[config.mk]
export PLATFORM = sky130hd
export DESIGN_NAME = axis_fp16_addc_pipe
export DESIGN_NICKNAME = d
export VERILOG_FILES = /design/src/rtl/axis_fp16_addc_pipe.sv
export SDC_FILE = /design/constraint.sdc
export NUM_CORES = 2
export LEC_CHECK = 0
export ABC_AREA = 1
export ABC_CLOCK_PERIOD_IN_PS = 11300
export CAP_MARGIN = 20
export CORE_ASPECT_RATIO = 1.5
export CORE_MARGIN = 5
export CORE_UTILIZATION = 60
export CTS_CLUSTER_SIZE = 10
export DETAILED_ROUTE_END_ITERATION = 8
export PLACE_DENSITY_LB_ADDON = 0.15
export SETUP_SLACK_MARGIN = 0.1
export SYNTH_ARGS = -nofsm -noshare
export SYNTH_HDL_FRONTEND = slang
export SYNTH_SLANG_ARGS = --single-unit
export TNS_END_PERCENT = 1
[constraint.sdc]
create_clock -name aclk -period 11.3 [get_ports aclk]
set_input_delay 1.13 -clock aclk [delete_from_list [all_inputs] [get_ports aclk]]
set_output_delay 1.13 -clock aclk [all_outputs]
set_load 0.05 [all_outputs]
[src/rtl/axis_fp16_addc_pipe.sv]
`default_nettype none
// ============================================================================
//  Module   : axis_fp16_addc_pipe
//  Purpose  : Lane-parallel AXI-Stream FP16 adder. Every 16-bit lane of each
//             accepted beat has the runtime addend cfg_addend added to it in
//             IEEE-754 binary16 (round-to-nearest-even, flush-to-zero for
//             subnormal inputs and results). 3-stage pipeline, 1 beat/cycle,
//             full backpressure, no internal FIFO.
//  Ports    : aclk, aresetn (sync, active-low)
//             cfg_addend [15:0]      FP16 addend, captured with each beat
//             s_tdata/s_tvalid/s_tready/s_tlast   slave stream (W bits)
//             m_tdata/m_tvalid/m_tready/m_tlast   master stream (W bits)
//  Revision : 1.0  initial release
// ============================================================================
module axis_fp16_addc_pipe #(
   parameter int W     = 128,
   parameter int LANES = W / 16
) (
   input  logic         aclk,
   input  logic         aresetn,
   input  logic [15:0]  cfg_addend,
   input  logic [W-1:0] s_tdata,
   input  logic         s_tvalid,
   output logic         s_tready,
   input  logic         s_tlast,
   output logic [W-1:0] m_tdata,
   output logic         m_tvalid,
   input  logic         m_tready,
   output logic         m_tlast
);

   // All stages move together; the output register frees up when it is
   // empty or being consumed this cycle.
   logic         en;
   logic         s1_valid, s2_valid;
   logic         s1_last, s2_last;
   logic [W-1:0] res_data;

   assign en       = !m_tvalid || m_tready;
   assign s_tready = en;

   always_ff @(posedge aclk) begin
      if (!aresetn) begin
         s1_valid <= 1'b0;
         s2_valid <= 1'b0;
         s1_last  <= 1'b0;
         s2_last  <= 1'b0;
         m_tvalid <= 1'b0;
         m_tlast  <= 1'b0;
         m_tdata  <= '0;
      end else if (en) begin
         s1_valid <= s_tvalid;
         s2_valid <= s1_valid;
         m_tvalid <= s2_valid;
         if (s_tvalid) s1_last <= s_tlast;
         if (s1_valid) s2_last <= s1_last;
         if (s2_valid) begin
            m_tdata <= res_data;
            m_tlast <= s2_last;
         end
      end
   end

   genvar gi;
   generate
      for (gi = 0; gi < LANES; gi++) begin : g_lane
         // ---------------- S1: classify, swap, align ----------------
         logic [15:0] a, b;
         logic        a_nan, b_nan, a_inf, b_inf;
         logic [14:0] a_mag, b_mag, big_mag, small_mag;
         logic        swap;
         logic [10:0] big_sig, small_sig;
         logic [4:0]  exp_diff;
         logic [3:0]  shamt;
         logic [27:0] small_wide;
         logic        c1_spec;
         logic [15:0] c1_spec_val;

         logic        s1_spec;
         logic [15:0] s1_spec_val;
         logic        s1_sign, s1_sub, s1_both_neg;
         logic [4:0]  s1_exp;
         logic [13:0] s1_big, s1_small;

         assign a = s_tdata[16*gi +: 16];
         assign b = cfg_addend;

         always_comb begin
            a_nan = (&a[14:10]) && (|a[9:0]);
            b_nan = (&b[14:10]) && (|b[9:0]);
            a_inf = (&a[14:10]) && !(|a[9:0]);
            b_inf = (&b[14:10]) && !(|b[9:0]);
            // Subnormals collapse to a magnitude of zero (flush-to-zero).
            a_mag = (a[14:10] == 5'd0) ? 15'd0 : a[14:0];
            b_mag = (b[14:10] == 5'd0) ? 15'd0 : b[14:0];
            swap      = b_mag > a_mag;
            big_mag   = swap ? b_mag : a_mag;
            small_mag = swap ? a_mag : b_mag;
            big_sig   = (big_mag[14:10]   == 5'd0) ? 11'd0 : {1'b1, big_mag[9:0]};
            small_sig = (small_mag[14:10] == 5'd0) ? 11'd0 : {1'b1, small_mag[9:0]};
            exp_diff  = big_mag[14:10] - small_mag[14:10];
            // Anything beyond 15 has already left the guard/round window, so
            // saturating keeps the shifter small without losing the sticky.
            shamt      = (exp_diff > 5'd15) ? 4'd15 : exp_diff[3:0];
            small_wide = {small_sig, 17'd0} >> shamt;

            c1_spec     = 1'b0;
            c1_spec_val = 16'h0000;
            if (a_nan || b_nan || (a_inf && b_inf && (a[15] != b[15]))) begin
               c1_spec     = 1'b1;
               c1_spec_val = 16'h7E00;
            end else if (a_inf) begin
               c1_spec     = 1'b1;
               c1_spec_val = a;
            end else if (b_inf) begin
               c1_spec     = 1'b1;
               c1_spec_val = b;
            end
         end

         always_ff @(posedge aclk) begin
            if (en && s_tvalid) begin
               s1_spec     <= c1_spec;
               s1_spec_val <= c1_spec_val;
               s1_sign     <= swap ? b[15] : a[15];
               s1_sub      <= a[15] ^ b[15];
               s1_both_neg <= a[15] & b[15];
               s1_exp      <= big_mag[14:10];
               s1_big      <= {big_sig, 3'b000};
               // Bits shifted past the guard/round positions fold into sticky.
               s1_small    <= {small_wide[27:15], |small_wide[14:0]};
            end
         end

         // ---------------- S2: add/sub, LZC, normalise ----------------
         logic [14:0] sum;
         logic [3:0]  lz;
         logic [13:0] norm;
         logic [6:0]  exp_n;
         logic        underflow;
         logic        c2_spec;
         logic [15:0] c2_spec_val;

         logic        s2_spec;
         logic [15:0] s2_spec_val;
         logic        s2_sign;
         logic [5:0]  s2_exp;
         logic [12:0] s2_mant;

         always_comb begin
            // The larger magnitude sits in s1_big, so subtraction never goes negative.
            sum = s1_sub ? ({1'b0, s1_big} - {1'b0, s1_small})
                         : ({1'b0, s1_big} + {1'b0, s1_small});
            lz = 4'd14;
            for (int k = 0; k < 14; k++) begin
               if (sum[k]) lz = 4'(13 - k);
            end
            if (sum[14]) begin
               norm  = {sum[14:2], sum[1] | sum[0]};
               exp_n = {2'b00, s1_exp} + 7'd1;
            end else begin
               norm  = sum[13:0] << lz;
               exp_n = {2'b00, s1_exp} - {3'b000, lz};
            end
            // exp_n is two's complement; zero or negative means the result
            // would be subnormal.
            underflow = exp_n[6] || (exp_n == 7'd0);

            c2_spec     = s1_spec;
            c2_spec_val = s1_spec_val;
            if (!s1_spec) begin
               if (!norm[13]) begin
                  // Exact zero: only (-0)+(-0) keeps the negative sign.
                  c2_spec     = 1'b1;
                  c2_spec_val = {s1_both_neg, 15'd0};
               end else if (underflow) begin
                  c2_spec     = 1'b1;
                  c2_spec_val = {s1_sign, 15'd0};
               end
            end
         end

         always_ff @(posedge aclk) begin
            if (en && s1_valid) begin
               s2_spec     <= c2_spec;
               s2_spec_val <= c2_spec_val;
               s2_sign     <= s1_sign;
               s2_exp      <= exp_n[5:0];
               // Leading one is implicit from here on.
               s2_mant     <= norm[12:0];
            end
         end

         // ---------------- S3: round, overflow, pack ----------------
         logic        round_up;
         logic [10:0] frac_r;
         logic [5:0]  exp_r;
         logic [15:0] lane_res;

         always_comb begin
            round_up = s2_mant[2] && (s2_mant[1] || s2_mant[0] || s2_mant[3]);
            // A carry out of the fraction means 1.111..1 rounded to 10.0:
            // bump the exponent and the fraction wraps to zero.
            frac_r = {1'b0, s2_mant[12:3]} + {10'd0, round_up};
            exp_r  = s2_exp + {5'd0, frac_r[10]};
            if (s2_spec) begin
               lane_res = s2_spec_val;
            end else if (exp_r >= 6'd31) begin
               lane_res = {s2_sign, 5'h1F, 10'd0};
            end else begin
               lane_res = {s2_sign, exp_r[4:0], frac_r[9:0]};
            end
         end

         assign res_data[16*gi +: 16] = lane_res;
      end
   endgenerate

endmodule
`default_nettype wire

==> After elaboration in Yosys (flattened, before gate mapping) <==
Cells that the tools add are included.
{ "classes": {"addsub": 56, "n_reduce_logical": 173, "bitwise_logic": 32, "shift": 16, "n_lt_le_gt_ge": 24, "n_mux": 251, "n_eq_ne": 8} }
{ "op_table": {"columns": ["op", "n"], "rows": [
  ["16-bit two-way mux", 41],
  ["15-bit two-way mux", 41],
  ["4-bit two-way mux", 112],
  ["28-bit by 4-bit >> shifter with 28-bit output", 8],
  ["11-bit two-way mux", 16],
  ["5-bit zero test", 25],
  ["14-bit by 14-bit adder with 15-bit output", 8],
  ["15-bit greater-than comparator", 8],
  ["15-bit OR reduction", 8],
  ["14-bit by 14-bit subtractor with 15-bit output", 8],
  ["14-bit two-way mux", 8],
  ["14-bit by 4-bit left shift with 14-bit output", 8],
  ["10-bit OR reduction", 9],
  ["10-bit by 1-bit adder with 11-bit output", 8],
  ["7-bit zero test", 8],
  ["7-bit two-way mux", 8],
  ["5-bit by 1-bit adder with 6-bit output (second input constant)", 8],
  ["6-bit by 1-bit adder with 6-bit output", 8],
  ["6-bit by 5-bit >= comparator with 1-bit output (second input constant)", 8],
  ["5-bit by 4-bit subtractor with 6-bit output", 8],
  ["5-bit AND reduction", 9],
  ["1-bit logical AND", 44],
  ["1-bit logical OR", 41],
  ["5-bit by 4-bit greater-than comparator with 1-bit output (second input constant)", 8],
  ["other kinds (11)", 102]
]} }
{ "totals": {"in_bits": 149, "out_inout_bits": 131, "elab_cells": 679, "register_bits": 830} }

==> Depth between registers and ports, before layout <==
{ "depth": {"word_depth": 23, "ltp_mapped": 40, "mapped_depth_nobuf": 38} }

==> Worst setup path after synthesis <==
OpenSTA, ideal clock, no wires.
{ "synth_timing": {"kind": "in2reg", "from": "input port m_tready", "to": "register g_lane[0].s1_big[10], enable pin", "stages": 4, "required_ps": 10553, "setup_time_ps": 747, "arrival_time_ps": 9397, "path_slack_ps": 1156, "path_cell_list": "nor2_1 -> inv_1 -> nand2_1 -> inv_1"} }
{ "synth_via": {"elab_chain_len": 2} }
{ "synth_lines": {"columns": ["item", "line", "source"], "rows": [
  ["start, declared", "28", "input logic m_tready,"],
  ["1-bit logical OR", "39", "assign en = !m_tvalid || m_tready;"],
  ["named net s_tready", "24", "output logic s_tready,"],
  ["1-bit logical AND", "122", "if (en && s_tvalid) begin"],
  ["end signal, assigned", "129", "s1_big <= {big_sig, 3'b000};"],
  ["end, declared", "83", "logic [13:0] s1_big, s1_small;"]
]} }
The timed path passes the listed nets, and every way through them passes these cells.
A chain may end at the register's enable or synchronous reset.

==> Final worst setup path <==
{ "layout_timing": {"from": "input port cfg_addend[10]", "to": "register g_lane[6].s1_small[0], data pin"} }
{ "layout_via": {"elab_chain_len": 9, "elab_cells_between_ends": 12} }
{ "layout_lines": {"columns": ["item", "line", "source"], "rows": [
  ["start, declared", "21", "input logic [15:0] cfg_addend,"],
  ["5-bit zero test", "95", "b_mag = (b[14:10] == 5'd0) ? 15'd0 : b[14:0];"],
  ["15-bit two-way mux *", "95", null],
  ["15-bit greater-than comparator", "96", "swap = b_mag > a_mag;"],
  ["15-bit two-way mux *", "97", "big_mag = swap ? b_mag : a_mag;"],
  ["named net g_lane[6].big_mag[10]", "70", "logic [14:0] a_mag, b_mag, big_mag, small_mag;"],
  ["5-bit subtractor *", "101", "exp_diff = big_mag[14:10] - small_mag[14:10];"],
  ["5-bit by 4-bit greater-than comparator with 1-bit output", "104", "shamt = (exp_diff > 5'd15) ? 4'd15 : exp_diff[3:0];"],
  ["4-bit two-way mux *", "104", null],
  ["28-bit by 4-bit >> shifter with 28-bit output *", "105", "small_wide = {small_sig, 17'd0} >> shamt;"],
  ["15-bit OR reduction *", "131", "s1_small <= {small_wide[27:15], |small_wide[14:0]};"],
  ["end signal, assigned", "131", null],
  ["end, declared", "83", null]
]} }
Mark *: on every way through the listed nets, which the timed path passes. The rest lies on a longest branch.

==> flow_metrics.env <==
export IMPL_synth_cell_types=71
export IMPL_peakVddDrop_v=0.0001362
export IMPL_r2r_end="g_lane[1].s2_spec_val[15]$_DFFE_PP_"
export IMPL_r2r_start="g_lane[1].s1_big[6]$_SDFFCE_PN0P_"
export IMPL_whs_path_depth=0
export IMPL_cts_tree="built"
export IMPL_yosysSeqAreaShare_pct=37.70
export IMPL_clock_sinks=830
export IMPL_drv_slew=0
export IMPL_antenna_found_initial=16
export IMPL_dieWidth_um=273.6
export IMPL_routabilityCongestion=1.010
export IMPL_power_mw=12.06
export IMPL_setup_viol=0
export IMPL_clock_latency_ns=0.70
export IMPL_io_pins=280
export IMPL_worstMarginPinSlew_ns=1.138
export IMPL_grt_max_degree=175
export IMPL_drc=0
export IMPL_start_util_pct=60.28
export IMPL_areaGrowthSynthToFinish_pct=10.11
export IMPL_fin_crit_sh_pct=66.13
export IMPL_worst_setup_path_start_kind="input port"
export IMPL_rsz0062_at_grt="false"
export IMPL_cts_resized=0
export IMPL_hold_end="g_lane[5].s2_sign$_DFFE_PP_"
export IMPL_crit_required_ns=11.74
export IMPL_fin_nets=9131
export IMPL_via_per_inst=5.820
export IMPL_cpPeakStageDelay_ns=0.61
export IMPL_grt_use_total_pct=33.47
export IMPL_synth_top_area_share_pct=33.41
export IMPL_p_comb_share_pct=42.7
export IMPL_dieArea_sq_um=110900
export IMPL_cts_htree_levels=3
export IMPL_crit_top_cell="nand2_1"
export IMPL_num_vias=58580
export IMPL_critPathArrivalTime_ns=7.91
export IMPL_post_cts_buffers=0
export IMPL_dr_pass1_iters=9
export IMPL_yosysWarnings=0
export IMPL_finClkSkew_ns=0.04184
export IMPL_hold_viol_final=0
export IMPL_powerDensity_nw_per_um2=175.1
export IMPL_ant_nets=0
export IMPL_reg2reg_depth=30
export IMPL_hold_path_startpoint="g_lane[5].s1_sign$_DFFE_PP_"
export IMPL_syn_instance_count=8429
export IMPL_setup_worst_path_class="in -> reg"
export IMPL_crit_path_max_fanout=35
export IMPL_ctsRootBufferMaster="clkbuf_16"
export IMPL_synth_area_leaders="edfxtp_1 33%, nand2_1 15%, ha_1 7.7%"
export IMPL_slowest_stage="inv_1"
export IMPL_period_minus_slack_ns=7.472
export IMPL_r2r_slack_ns=5.65
export IMPL_overflow=0
export IMPL_io_buffers=279
export IMPL_yosys_area_top_type="edfxtp_1"
export IMPL_min_delay_path_class="reg -> reg"
export IMPL_switching_power_mw=5.006
export IMPL_synth_ff_type="edfxtp_1"
export IMPL_dp_hpwl_um=145100
export IMPL_synth_edf_count=696
export IMPL_intPower_mw=7.056
export IMPL_grt_pass1_wl_um=296200
export IMPL_drv_cap=0
export IMPL_clk_pin_slew_ns=0.06
export IMPL_fp_dieH_um=405.5
export IMPL_ys_ff_latch=830
export IMPL_wl_per_cell_um=19.02
export IMPL_synthTopCellsByCount="2,428 x nand2_1, 937 x inv_1, 774 x nand3_1"
export IMPL_clockPowerShare_pct=24.2
export IMPL_relSlewSlack_pct=24.15
export IMPL_clock_path_buffers=3
export IMPL_grt_pass1_vias=55567
export IMPL_drtIter0Drc=5045
export IMPL_crit_start="cfg_addend[10]"
export IMPL_crit_path_end_kind="flip-flop"
export IMPL_core_sq_um=103800
export IMPL_finalWirelength_um=191500
export IMPL_clock_fmax_ghz=0.1338
export IMPL_cts_hold_fix_buffers=0
export IMPL_switching_share_pct=41.50
export IMPL_tns_ns=0
export IMPL_ys_async_sr_fraction_pct=0
export IMPL_drive_above_1_share_pct=4.780
export IMPL_status="complete, no violations"
export IMPL_postSynthAreaPerCell_sq_um=7.421
export IMPL_rows=145
export IMPL_syn_area_sq_um=62550
export IMPL_seqPwrFrac_pct=33.2
export IMPL_cts_buffers=96
export IMPL_leakage_nw=31.16
export IMPL_yosysMostFrequentCell="nand2_1"
final cells by class:
class | instances | area, sq um
diodes | 8 | 20.02
clock buffers | 164 | 2730
clock inverters | 13 | 170.2
fillers | 9170 | 34900
inverters | 1021 | 3855
multi-input cells | 6322 | 33750
flip-flops and latches | 830 | 23580
well taps | 1396 | 1747
repair buffers | 311 | 3020
cell families (layout without fill, tap and decap cells):
kind of cell / after synthesis / count (layout) / synth area share (%)
buffers and inverters: 1348 / 1509 / 8.785
adders and majority gates: 400 / 400 / 8.193
xor gates and xnor gates: 150 / 150 / 2.136
and+or+nand+nor: 4125 / 4125 / 28.52
DFF: 830 / 830 / 37.70
muxes: 4 / 4 / 0.06401
AOI/OAI and AO/OA: 1571 / 1571 / 14.60
other: 1 / 80 / 0.005995
how the worst max path moves through the flow:
stage                                               endpoint  slack, ns  depth (start not counted)
after detailed placement     g_lane[6].s1_small[0]$_DFFE_PP_       3.29                         34
final                        g_lane[6].s1_small[0]$_DFFE_PP_       3.83                         34
after floorplan           g_lane[0].s1_big[10]$_SDFFCE_PN0P_       1.16                          4
after global routing         g_lane[6].s1_small[0]$_DFFE_PP_       3.45                         34
after global placement       g_lane[0].s1_small[0]$_DFFE_PP_       3.52                         33
after CTS                    g_lane[6].s1_small[0]$_DFFE_PP_       4.02                         34
cell usage in the layout, fill, tap and decap left out, types with 31 or more instances in the layout:
cell type,Yosys,routed
inv_1,937,934
edfxtp_1,696,696
a21boi_0,37,37
nor2_1,431,429
nor3_1,82,82
xnor2_1,60,60
o21ai_0,651,651
clkbuf_1,155,63
dfxtp_1,134,134
clkbuf_16,0,98
buf_4,28,31
o211ai_1,108,108
clkdlybuf4s50_1,0,274
ha_1,384,384
nand2_2,66,67
nand2_1,2428,2427
nand4_1,157,157
inv_2,69,68
nor4_1,31,31
conb_1,1,72
a21oi_1,379,379
nand3_1,774,774
a21boi_1,60,60
a31oi_1,38,38
o21ai_1,66,66
xor2_1,87,87
through the flow:
step / hold slack, ns / worst slack, ns / std cells / cell area, sq um / utilization (%)
3_3_place_gp: 0.4418 / 3.523 / 9880 / 65960 / 63.56
5_1_grt: 0.4627 / 3.451 / 10062 / 68870 / 66.37
3_5_place_dp: 0.4381 / 3.285 / 9880 / 65960 / 63.56
6_report: 0.4514 / 3.828 / 10065 / 68880 / 66.37
4_1_cts: 0.4494 / 4.017 / 10057 / 68860 / 66.35
2_1_floorplan: 0.4208 / 1.156 / 8500 / 62820 / -
metal layers:
metal | up-vias | GRT usage [%] | part of all wire (%)
met5 | - | 0 | 0.052
met1 | 26987 | 38.70 | 37
met3 | 613 | 5.408 | 7.2
met4 | 14 | 19.65 | 7.1
li1 | 28718 | - | -
met2 | 2248 | 58.48 | 48
worst max-delay path: cells and delay by family:
family	cells	cell delay, ns
AO/OA/AOI/OAI	2	0.25
adder cells (fa/ha/maj)	2	0.48
buffers and inverters	9	2.42
AND/OR/NAND/NOR	21	3.54
power groups by stage:
stage | combinational [mW] | sequential (mW) | clock (mW)
after floorplan | 3.83 | 4.09 | 0
after global routing | 5.78 | 4.03 | 3.08
final | 5.15 | 4.00 | 2.91
after global placement | 4.97 | 4.04 | 0
after CTS | 5.06 | 4.00 | 2.95
after detailed placement | 5.03 | 4.06 | 0
flip-flops by register name (all words and copies together) (netlist names):
name,cells
g_lane.s1_sign,8
g_lane.s1_small,112
g_lane.s2_exp,48
s2_valid,1
m_tvalid,1
m_tdata,128
g_lane.s1_exp,40
g_lane.s1_both_neg,8
s1_valid,1
m_tlast,1
g_lane.s2_spec,8
g_lane.s2_sign,8
g_lane.s1_sub,8
g_lane.s1_big,88
g_lane.s1_spec,8
g_lane.s2_spec_val,128
g_lane.s1_spec_val,128
s2_last,1
s1_last,1
g_lane.s2_mant,104
(Power assumes the default switching activity.)
